`src/rtl/mem_port_arbiter_pkg.sv`:
```
// Shared types and defaults for the unified memory port arbiter.
// Requester ids, the in-flight read tag, default latency/fairness limits.
package riscv_mem_pkg;

  localparam logic REQ_IF = 1'b0;
  localparam logic REQ_DM = 1'b1;

  localparam int RD_LATENCY_DEF   = 2;
  localparam int STARVE_LIMIT_DEF = 4;
  localparam int STARVE_W         = 4;

  typedef struct packed {
    logic valid;
    logic owner;
  } tag_t;

  localparam tag_t TAG_NONE = '{
    valid: 1'b0,
    owner: REQ_IF
  };

  function automatic tag_t read_tag(
    input logic owner
  );
    return '{valid: 1'b1, owner: owner};
  endfunction

endpackage

```
`src/rtl/mem_port_arbiter_if.sv`:
```
// Bus bundle between the fetch/memory stages, the arbiter and the RAM.
// slave: arbiter view. master: datapath + RAM view.
interface mem_port_arbiter_if #(
  parameter int ADDR_W = 32,
  parameter int DATA_W = 32
);

  logic                  if_req;
  logic [ADDR_W-1:0]     if_addr;
  logic                  if_gnt;
  logic                  if_rvalid;
  logic [DATA_W-1:0]     if_rdata;

  logic                  dm_req;
  logic                  dm_we;
  logic [DATA_W/8-1:0]   dm_be;
  logic [ADDR_W-1:0]     dm_addr;
  logic [DATA_W-1:0]     dm_wdata;
  logic                  dm_gnt;
  logic                  dm_rvalid;
  logic [DATA_W-1:0]     dm_rdata;

  logic                  ram_en;
  logic [DATA_W/8-1:0]   ram_we;
  logic [ADDR_W-3:0]     ram_addr;
  logic [DATA_W-1:0]     ram_wdata;
  logic [DATA_W-1:0]     ram_rdata;

  logic                  stall_f;
  logic                  stall_m;

  modport slave (
    input  if_req,
    input  if_addr,
    output if_gnt,
    output if_rvalid,
    output if_rdata,
    input  dm_req,
    input  dm_we,
    input  dm_be,
    input  dm_addr,
    input  dm_wdata,
    output dm_gnt,
    output dm_rvalid,
    output dm_rdata,
    output ram_en,
    output ram_we,
    output ram_addr,
    output ram_wdata,
    input  ram_rdata,
    output stall_f,
    output stall_m
  );

  modport master (
    output if_req,
    output if_addr,
    input  if_gnt,
    input  if_rvalid,
    input  if_rdata,
    output dm_req,
    output dm_we,
    output dm_be,
    output dm_addr,
    output dm_wdata,
    input  dm_gnt,
    input  dm_rvalid,
    input  dm_rdata,
    input  ram_en,
    input  ram_we,
    input  ram_addr,
    input  ram_wdata,
    output ram_rdata,
    input  stall_f,
    input  stall_m
  );

endinterface

```
`src/rtl/mem_port_arbiter_tag_pipe.sv`:
```
// mem_tag_pipe: DEPTH-stage shift register of read tags.
// Ports: clk, reset (async, high), tag_in, tag_out (DEPTH cycles later).
module mem_tag_pipe
  import riscv_mem_pkg::*;
#(
  parameter int DEPTH = RD_LATENCY_DEF
) (
  input  logic clk,
  input  logic reset,
  input  tag_t tag_in,
  output tag_t tag_out
);

  tag_t pipe [DEPTH];

  always_ff @(posedge clk or posedge reset) begin
    if (reset) begin
      for (int i = 0; i < DEPTH; i++) begin
        pipe[i] <= TAG_NONE;
      end
    end else begin
      pipe[0] <= tag_in;
      for (int i = 1; i < DEPTH; i++) begin
        pipe[i] <= pipe[i-1];
      end
    end
  end

  assign tag_out = pipe[DEPTH-1];

endmodule

```
`src/rtl/mem_port_arbiter.sv`:
```
// Shares one single-port RAM between fetch and data-memory stages.
// Ports: clk, reset (async, high), bus (slave: requests, RAM, stalls).
module mem_port_arbiter
  import riscv_mem_pkg::*;
#(
  parameter int ADDR_W       = 32,
  parameter int DATA_W       = 32,
  parameter int RD_LATENCY   = RD_LATENCY_DEF,
  parameter int STARVE_LIMIT = STARVE_LIMIT_DEF
) (
  input logic              clk,
  input logic              reset,
  mem_port_arbiter_if.slave bus
);

  localparam int BE_W = DATA_W / 8;

  localparam logic [STARVE_W-1:0] LIMIT =
    STARVE_W'(STARVE_LIMIT);

  logic [STARVE_W-1:0] starve_cnt;
  logic [STARVE_W-1:0] starve_nxt;
  logic                starve_full;

  logic dm_win;
  logic if_win;

  logic              ram_en;
  logic [BE_W-1:0]   ram_we;
  logic [ADDR_W-3:0] ram_addr;
  logic [DATA_W-1:0] ram_wdata;

  tag_t tag_in;
  tag_t tag_out;
  logic if_hit;
  logic dm_hit;

  // Byte offset is dropped: every access is a full word.
  logic unused_offset;
  assign unused_offset =
    ^{bus.if_addr[1:0], bus.dm_addr[1:0]};

  assign starve_full = (starve_cnt == LIMIT);

  // Data side has priority until fetch has
  // waited LIMIT data grants in a row.
  always_comb begin
    dm_win = 1'b0;
    if_win = 1'b0;
    if (!reset) begin
      dm_win = bus.dm_req &&
               !(bus.if_req && starve_full);
      if_win = bus.if_req && !dm_win;
    end
  end

  always_comb begin
    starve_nxt = starve_cnt;
    if (!bus.if_req || if_win) begin
      starve_nxt = '0;
    end else if (dm_win && !starve_full) begin
      starve_nxt = starve_cnt + STARVE_W'(1);
    end
  end

  always_ff @(posedge clk or posedge reset) begin
    if (reset) begin
      starve_cnt <= '0;
    end else begin
      starve_cnt <= starve_nxt;
    end
  end

  // RAM command for the winner; stores need no tag.
  always_comb begin
    ram_en    = 1'b0;
    ram_we    = '0;
    ram_addr  = '0;
    ram_wdata = '0;
    tag_in    = TAG_NONE;
    unique case (1'b1)
      dm_win: begin
        ram_en   = 1'b1;
        ram_addr = bus.dm_addr[ADDR_W-1:2];
        if (bus.dm_we) begin
          ram_we    = bus.dm_be;
          ram_wdata = bus.dm_wdata;
        end else begin
          tag_in = read_tag(REQ_DM);
        end
      end
      if_win: begin
        ram_en   = 1'b1;
        ram_addr = bus.if_addr[ADDR_W-1:2];
        tag_in   = read_tag(REQ_IF);
      end
      default: ;
    endcase
  end

  mem_tag_pipe #(
    .DEPTH (RD_LATENCY)
  ) u_tags (
    .clk     (clk),
    .reset   (reset),
    .tag_in  (tag_in),
    .tag_out (tag_out)
  );

  assign if_hit = tag_out.valid &&
                  (tag_out.owner == REQ_IF);
  assign dm_hit = tag_out.valid &&
                  (tag_out.owner == REQ_DM);

  assign bus.if_gnt    = if_win;
  assign bus.dm_gnt    = dm_win;
  assign bus.if_rvalid = if_hit;
  assign bus.dm_rvalid = dm_hit;
  assign bus.if_rdata  = if_hit ? bus.ram_rdata : '0;
  assign bus.dm_rdata  = dm_hit ? bus.ram_rdata : '0;

  assign bus.ram_en    = ram_en;
  assign bus.ram_we    = ram_we;
  assign bus.ram_addr  = ram_addr;
  assign bus.ram_wdata = ram_wdata;

  assign bus.stall_f = !reset && bus.if_req && !if_win;
  assign bus.stall_m = !reset && bus.dm_req && !dm_win;

endmodule

```
`src/flat_wrapper.sv`:
```
// flat-port wrapper written by rule: the top's interface ports become plain ports
module mem_port_arbiter_flat import riscv_mem_pkg::*;
#(
  parameter int ADDR_W       = 32,
  parameter int DATA_W       = 32,
  parameter int RD_LATENCY   = RD_LATENCY_DEF,
  parameter int STARVE_LIMIT = STARVE_LIMIT_DEF
)
  (clk, reset, bus_if_req, bus_if_addr, bus_if_gnt, bus_if_rvalid, bus_if_rdata, bus_dm_req, bus_dm_we, bus_dm_be, bus_dm_addr, bus_dm_wdata, bus_dm_gnt, bus_dm_rvalid, bus_dm_rdata, bus_ram_en, bus_ram_we, bus_ram_addr, bus_ram_wdata, bus_ram_rdata, bus_stall_f, bus_stall_m);
  mem_port_arbiter_if #(.ADDR_W(ADDR_W), .DATA_W(DATA_W)) bus_i ();
  input logic clk;
  input logic reset;
  input wire logic [$bits(bus_i.if_req)-1:0] bus_if_req;
  input wire logic [$bits(bus_i.if_addr)-1:0] bus_if_addr;
  output wire logic [$bits(bus_i.if_gnt)-1:0] bus_if_gnt;
  output wire logic [$bits(bus_i.if_rvalid)-1:0] bus_if_rvalid;
  output wire logic [$bits(bus_i.if_rdata)-1:0] bus_if_rdata;
  input wire logic [$bits(bus_i.dm_req)-1:0] bus_dm_req;
  input wire logic [$bits(bus_i.dm_we)-1:0] bus_dm_we;
  input wire logic [$bits(bus_i.dm_be)-1:0] bus_dm_be;
  input wire logic [$bits(bus_i.dm_addr)-1:0] bus_dm_addr;
  input wire logic [$bits(bus_i.dm_wdata)-1:0] bus_dm_wdata;
  output wire logic [$bits(bus_i.dm_gnt)-1:0] bus_dm_gnt;
  output wire logic [$bits(bus_i.dm_rvalid)-1:0] bus_dm_rvalid;
  output wire logic [$bits(bus_i.dm_rdata)-1:0] bus_dm_rdata;
  output wire logic [$bits(bus_i.ram_en)-1:0] bus_ram_en;
  output wire logic [$bits(bus_i.ram_we)-1:0] bus_ram_we;
  output wire logic [$bits(bus_i.ram_addr)-1:0] bus_ram_addr;
  output wire logic [$bits(bus_i.ram_wdata)-1:0] bus_ram_wdata;
  input wire logic [$bits(bus_i.ram_rdata)-1:0] bus_ram_rdata;
  output wire logic [$bits(bus_i.stall_f)-1:0] bus_stall_f;
  output wire logic [$bits(bus_i.stall_m)-1:0] bus_stall_m;
  assign bus_i.if_req = bus_if_req;
  assign bus_i.if_addr = bus_if_addr;
  assign bus_if_gnt = bus_i.if_gnt;
  assign bus_if_rvalid = bus_i.if_rvalid;
  assign bus_if_rdata = bus_i.if_rdata;
  assign bus_i.dm_req = bus_dm_req;
  assign bus_i.dm_we = bus_dm_we;
  assign bus_i.dm_be = bus_dm_be;
  assign bus_i.dm_addr = bus_dm_addr;
  assign bus_i.dm_wdata = bus_dm_wdata;
  assign bus_dm_gnt = bus_i.dm_gnt;
  assign bus_dm_rvalid = bus_i.dm_rvalid;
  assign bus_dm_rdata = bus_i.dm_rdata;
  assign bus_ram_en = bus_i.ram_en;
  assign bus_ram_we = bus_i.ram_we;
  assign bus_ram_addr = bus_i.ram_addr;
  assign bus_ram_wdata = bus_i.ram_wdata;
  assign bus_i.ram_rdata = bus_ram_rdata;
  assign bus_stall_f = bus_i.stall_f;
  assign bus_stall_m = bus_i.stall_m;
  mem_port_arbiter #(.ADDR_W(ADDR_W), .DATA_W(DATA_W), .RD_LATENCY(RD_LATENCY), .STARVE_LIMIT(STARVE_LIMIT)) u_core (.clk(clk), .reset(reset), .bus(bus_i));
endmodule
```
`config.mk`:
```
export PLATFORM = sky130hd
export DESIGN_NAME = mem_port_arbiter_flat
export DESIGN_NICKNAME = d
export VERILOG_FILES = /design/src/rtl/mem_port_arbiter_pkg.sv /design/src/rtl/mem_port_arbiter_if.sv /design/src/rtl/mem_port_arbiter_tag_pipe.sv /design/src/rtl/mem_port_arbiter.sv /design/src/flat_wrapper.sv
export SDC_FILE = /design/constraint.sdc
export NUM_CORES = 1
export LEC_CHECK = 0
export ABC_AREA = 1
export BUFFER_PORTS_ARGS = -buffer_cell sky130_fd_sc_hd__buf_2
export CAP_MARGIN = 5
export CORE_AREA = 4 4 104 106
export DETAILED_ROUTE_END_ITERATION = 6
export DIE_AREA = 0 0 108 110
export MAX_ROUTING_LAYER = met4
export PLACE_DENSITY = 0.57
export SYNTH_ARGS = -nofsm -noshare
export SYNTH_HDL_FRONTEND = slang
export SYNTH_SLANG_ARGS = --single-unit
```
`constraint.sdc`:
```
create_clock -name clk -period 1.7 [get_ports clk]
set_clock_uncertainty 0.05 [all_clocks]
set_input_delay 0.085 -clock clk [delete_from_list [all_inputs] [get_ports clk]]
set_output_delay 0.085 -clock clk [all_outputs]
set_load 0.005 [all_outputs]
```
# Yosys cells after proc, flatten, opt, wreduce, memory -nomap -nowiden
# Cells that the tools add are included.
[totals]
reg_bits = 8
latchBits = 0
ramBits = 0
mem_bits_ro = 0
input_bits = 137
output_inout_bits = 137
memories = 0
[op_classes]
add_sub_neg = 1
n_mul = 0
div_mod_pow = 0
order_cmp = 0
n_eq_ne = 1
shift = 0
muxes = 14
bitwise_logic = 1
reduce_logical = 20
[ops]
columns = ["op", "count"]
rows = [
  ["32-bit 2-to-1 mux", 4],
  ["30-bit case mux with 2 select lines", 1],
  ["4-bit 2-to-1 mux", 4],
  ["1-bit logical AND", 10],
  ["1-bit logical NOT", 7],
  ["4-bit by 1-bit adder with 4-bit output, second input constant", 1],
  ["4-bit by 3-bit equality test with 1-bit output, second input constant", 1],
  ["2-bit case mux with 2 select lines", 1],
  ["1-bit 2-to-1 mux", 3],
  ["2-bit 2-to-1 mux", 1],
  ["2-bit nonzero test", 1],
  ["2-bit OR reduction", 1],
  ["1-bit logical OR", 1],
  ["1-bit inverter", 1],
]

# Depth between registers and ports, before layout
[depth]
word_depth = 9
mapped_depth = 10

# By module
# From an unflattened synthesis, not the netlist that was laid out.
[hier_totals]
hier_cells = 338
hier_area_um2 = 1572.8
[by_module_without_submodules]
columns = ["mod", "instances", "cells_per_inst", "area_each_um2"]
rows = [
  ["mem_port_arbiter", 1, 331, 1453.9],
  ["mem_tag_pipe", 1, 7, 118.9],
]

# Worst setup path before layout
# No wires, ideal clock.
[synth_timing]
path_type = "reg-to-output"
start = "register u_core.starve_cnt[0]"
end = "output bus_ram_addr[0]"
arrival_time_ps = 1247
setup_slack_ps = 318
stages_incl_launch_ff = 11
n_path_buf = 1
cell_sequence = "dfrtp_1 -> inv_1 -> ha_1 -> nand2_1 -> inv_1 -> nand2_2 -> nand2_2 -> inv_2 -> buf_2 -> nand2_1 -> nand2_1"
[synth_via]
word_cells_on_any_way = 9
[synth_rtl]
columns = ["element", "line_no", "source"]
rows = [
  ["start: declaration", "mem_port_arbiter.sv:21", "logic [STARVE_W-1:0] starve_cnt;"],
  ["start signal: assignment", "mem_port_arbiter.sv:70", "starve_cnt <= starve_nxt;"],
  ["4-bit by 3-bit equality test with 1-bit output", "mem_port_arbiter.sv:43", "assign starve_full = (starve_cnt == LIMIT);"],
  ["1-bit logical AND", "mem_port_arbiter.sv:52", "!(bus.if_req && starve_full);"],
  ["1-bit logical NOT", "mem_port_arbiter.sv:52", ""],
  ["1-bit logical AND", "mem_port_arbiter.sv:51", "dm_win = bus.dm_req &&"],
  ["1-bit 2-to-1 mux", "mem_port_arbiter.sv:50", "if (!reset) begin"],
  ["via bus_dm_gnt", "flat_wrapper.sv:23", "output wire logic [$bits(bus_i.dm_gnt)-1:0] bus_dm_gnt;"],
  ["30-bit case mux with 2 select lines", "mem_port_arbiter.sv:81", "unique case (1'b1)"],
  ["end: declaration", "flat_wrapper.sv:28", "output wire logic [$bits(bus_i.ram_addr)-1:0] bus_ram_addr;"],
]
# The timed path passes the listed nets, and every way through them passes these cells.

# Worst setup path in the final report
[layout_timing]
start = "register u_core.starve_cnt[0]"
end = "output bus_ram_addr[2]"
[layout_via]
elab_chain_cells = 8
word_cells_on_any_way = 9
[layout_lines]
columns = ["element", "line_no", "source"]
rows = [
  ["4-bit by 3-bit equality test with 1-bit output *", "mem_port_arbiter.sv:43", ""],
  ["1-bit logical AND *", "mem_port_arbiter.sv:52", ""],
  ["1-bit logical NOT *", "mem_port_arbiter.sv:52", ""],
  ["1-bit logical AND *", "mem_port_arbiter.sv:51", ""],
  ["1-bit logical NOT", "mem_port_arbiter.sv:53", "if_win = bus.if_req && !dm_win;"],
  ["1-bit logical AND", "mem_port_arbiter.sv:53", ""],
  ["1-bit 2-to-1 mux", "mem_port_arbiter.sv:50", ""],
  ["30-bit case mux with 2 select lines *", "mem_port_arbiter.sv:81", ""],
]
# Every way passes the cells marked *; elsewhere a longest branch is shown, timed or not.

==> out/results.tsv <==
metric	value	unit
Post-Layout Cell Count	750	
DR vias/cell	4.15	
final setup fails	30	
share of cells above drive strength 1	59.8	%
Mapped Area	0.00155	mm2
Seq/Total Area, Yosys	12.9	%
DR iter-0 viols	192	
Min Clock Period, post-route	1.78	ns
post-synthesis register bit count	8	
Die W	108	um
WL/cell	12.3	um
Area growth, synth to finish	143	%
global-route wire length before repair	12100	um
Crit Path Category	reg2out	
Crit Reg-Reg Startpoint	u_core.starve_cnt[0]	
GRT overflow	0	
gate count after technology mapping	335	
maximum vdd ir drop	0.000260	V
average size of a mapped cell	4.64	um2
Tcrit/Tclk final	105	%
Synth cell types	18	
pin count of the biggest net entering global routing	40	
DRC	0	
Vias	3112	
failing checks	negative setup slack	
min-delay src	bus_if_req	
CTS Buf Count	3	
worst rel slew slack	57.5	%
Primary FF master, synth	dfrtp_1	
Power Dens Cells	301	mW/mm2
Synth async-reset ratio	100	%
Leakage	2.52	nW
DP Area	0.00305	mm2
Worst-Margin Slew	0.637	ns
Mapped Nets	474	
H-tree levels	1	
PnR worst setup slack	-0.0779	ns
CTS tree	built	
path depth of the worst reg2reg path	10	
Final GP Congestion	0.803	
# diodes	0	
clock sinks	8	
root buffer cell	clkbuf_8	
port bufs	269	
worst slack at placement	0.129	ns
RSZ-0062 raised after global routing	yes	
total wire length	9240	um
Hold Path Stages	4	
row cnt	36	
fmax	562	MHz
most frequent cell after synthesis	nor2_1	
RR Endpoint	u_core.u_tags.pipe[3]	
Total Routing Usage GR	12.9	%
clk_lat worst skew	0.23	ns
Initial Utilization	15.9	%
Hold Violations, Final	0	
hold crit path type	in2reg	
clock-pin slew on the worst setup and hold paths	0.04	ns
post-DP HPWL	6710	um
max-cap violations	0	
Die ar.	0.0119	mm2
nets	758	
Design Area, Final	0.00378	mm2
Die Ht	110	um
number of flops mapped to enable cells by yosys	0	
Top Ports	274	
Yosys top cell area share	25.9	%
required time worst endpoint	1.56	ns
r2r setup slk	0.10	ns
Slew Limit Fails	0	
vias in the first global route	2771	
hold endpoint	u_core.starve_cnt[0]	
worst-path fanout max	8	
core area	0.00977	mm2
synth warn	0	
crit end category	output port	
placed cells	723	
clk buf depth	2	
outcome	complete, but fails checks	
Final Power	1.14	mW
cell taking the most area after synthesis	nor2_1	
Area contributors post-synth	nor2_1 26%, nand2_1 25%, dfrtp_1 13%, inv_1 11%, nand3_1 10%	
post-route ant nets	0	
commonest cells in the netlist	107 x nor2_1, 104 x nand2_1, 45 x inv_1	
DRT Pass-1 Iters	4	
setup TNS	-1.52	ns
initial antenna violation count	0	
WP data arrival	1.64	ns
CP startpoint kind	flip-flop	
## metal layers
layer / global-route usage [%] / wire (um) / vias to the layer above
li1: - / - / 1554
met1: 12.8 / 3270 / 1381
met2: 25.9 / 4960 / 171
met3: 2.56 / 958 / 6
met4: 2.43 / 57 / 0
met5: - / 0 / -
## worst max-delay path by stage
stage,from,endpoint,slack [ns],cells after the start
6_report,u_core.starve_cnt[0],bus_ram_addr[2],-0.08,12
5_1_grt,u_core.starve_cnt[0],bus_ram_addr[10],-0.15,11
4_1_cts,u_core.starve_cnt[1],bus_ram_addr[6],-0.07,12
3_5_place_dp,u_core.starve_cnt[1],bus_ram_addr[6],0.13,11
3_3_place_gp,u_core.starve_cnt[1],bus_ram_addr[2],0.14,11
2_1_floorplan,u_core.starve_cnt[0],bus_ram_addr[0],0.32,10
## sequential cells by signal, indices dropped and copies added, names as in the netlist
register	count
u_core.u_tags.pipe	2
u_core.starve_cnt	4
u_core.u_tags.tag_out	2
## layout make-up
class / instances / area, um2
clock buffer: 3 / 41.3
fill: 1001 / 6000
inverter: 47 / 181
multi-input combinational: 257 / 1320
sequential: 8 / 200
tap: 133 / 166
timing repair buffer: 302 / 1870
## timing repair
action                                 4_1_cts  5_1_grt
endpoints found under the hold margin        8        0
pin swaps                                    4        9
setup endpoints to repair                   41       70
setup buffers                                7        3
cloned                                       5        8
hold buffers                                 1        0
resized for setup                           40       55
## layout by cell type (no fill, tap or decap), drive strengths merged
cell type,Yosys,routed
dfrtp,8,8
nor3,1,1
nor2,108,108
o21bai,4,4
xnor2,1,1
ha,2,2
o21ai,1,1
nand2,107,107
buf,14,296
nand3,32,32
dlygate4sd3,0,1
inv,47,47
nand4,1,1
clkbuf,9,8
## power by group
part | total [mW] | switching [mW] | internal [mW]
Clock | 0.223 | 0.0705 | 0.153
Combinational | 0.710 | 0.347 | 0.363
Sequential | 0.202 | 0.00333 | 0.198
Total | 1.14 | 0.421 | 0.714
## worst max-delay path: stages, from the launching register on
cell	delay [ns]
dfrtp_1	0.38
inv_2	0.09
ha_4	0.13
nand2_2	0.04
inv_2	0.06
nand2_4	0.05
nand2_4	0.10
inv_6	0.04
buf_6	0.12
buf_12	0.14
nand2_1	0.05
nand2_1	0.06
buf_2	0.13
## kinds of logic after synthesis
kind of cell             synth area share (%)
XOR/XNOR                                0.564
buffers and inverters                    19.0
AND/OR/NAND/NOR                          63.7
AO/OA/AOI/OAI                            2.26
adder cells (fa/ha/maj)                  1.61
flip-flops                               12.9
## stage by stage
| step | hold WS [ns] | util (%) |
|---|---|---|
| finish | 0.249 | 38.6 |
| global route | 0.272 | 38.6 |
| CTS | 0.232 | 34.7 |
| detailed placement | 0.0708 | 31.2 |
| global placement | 0.0641 | 31.2 |
| floorplan | -0.141 | - |
Note: power is estimated with default switching activity, not from simulation.
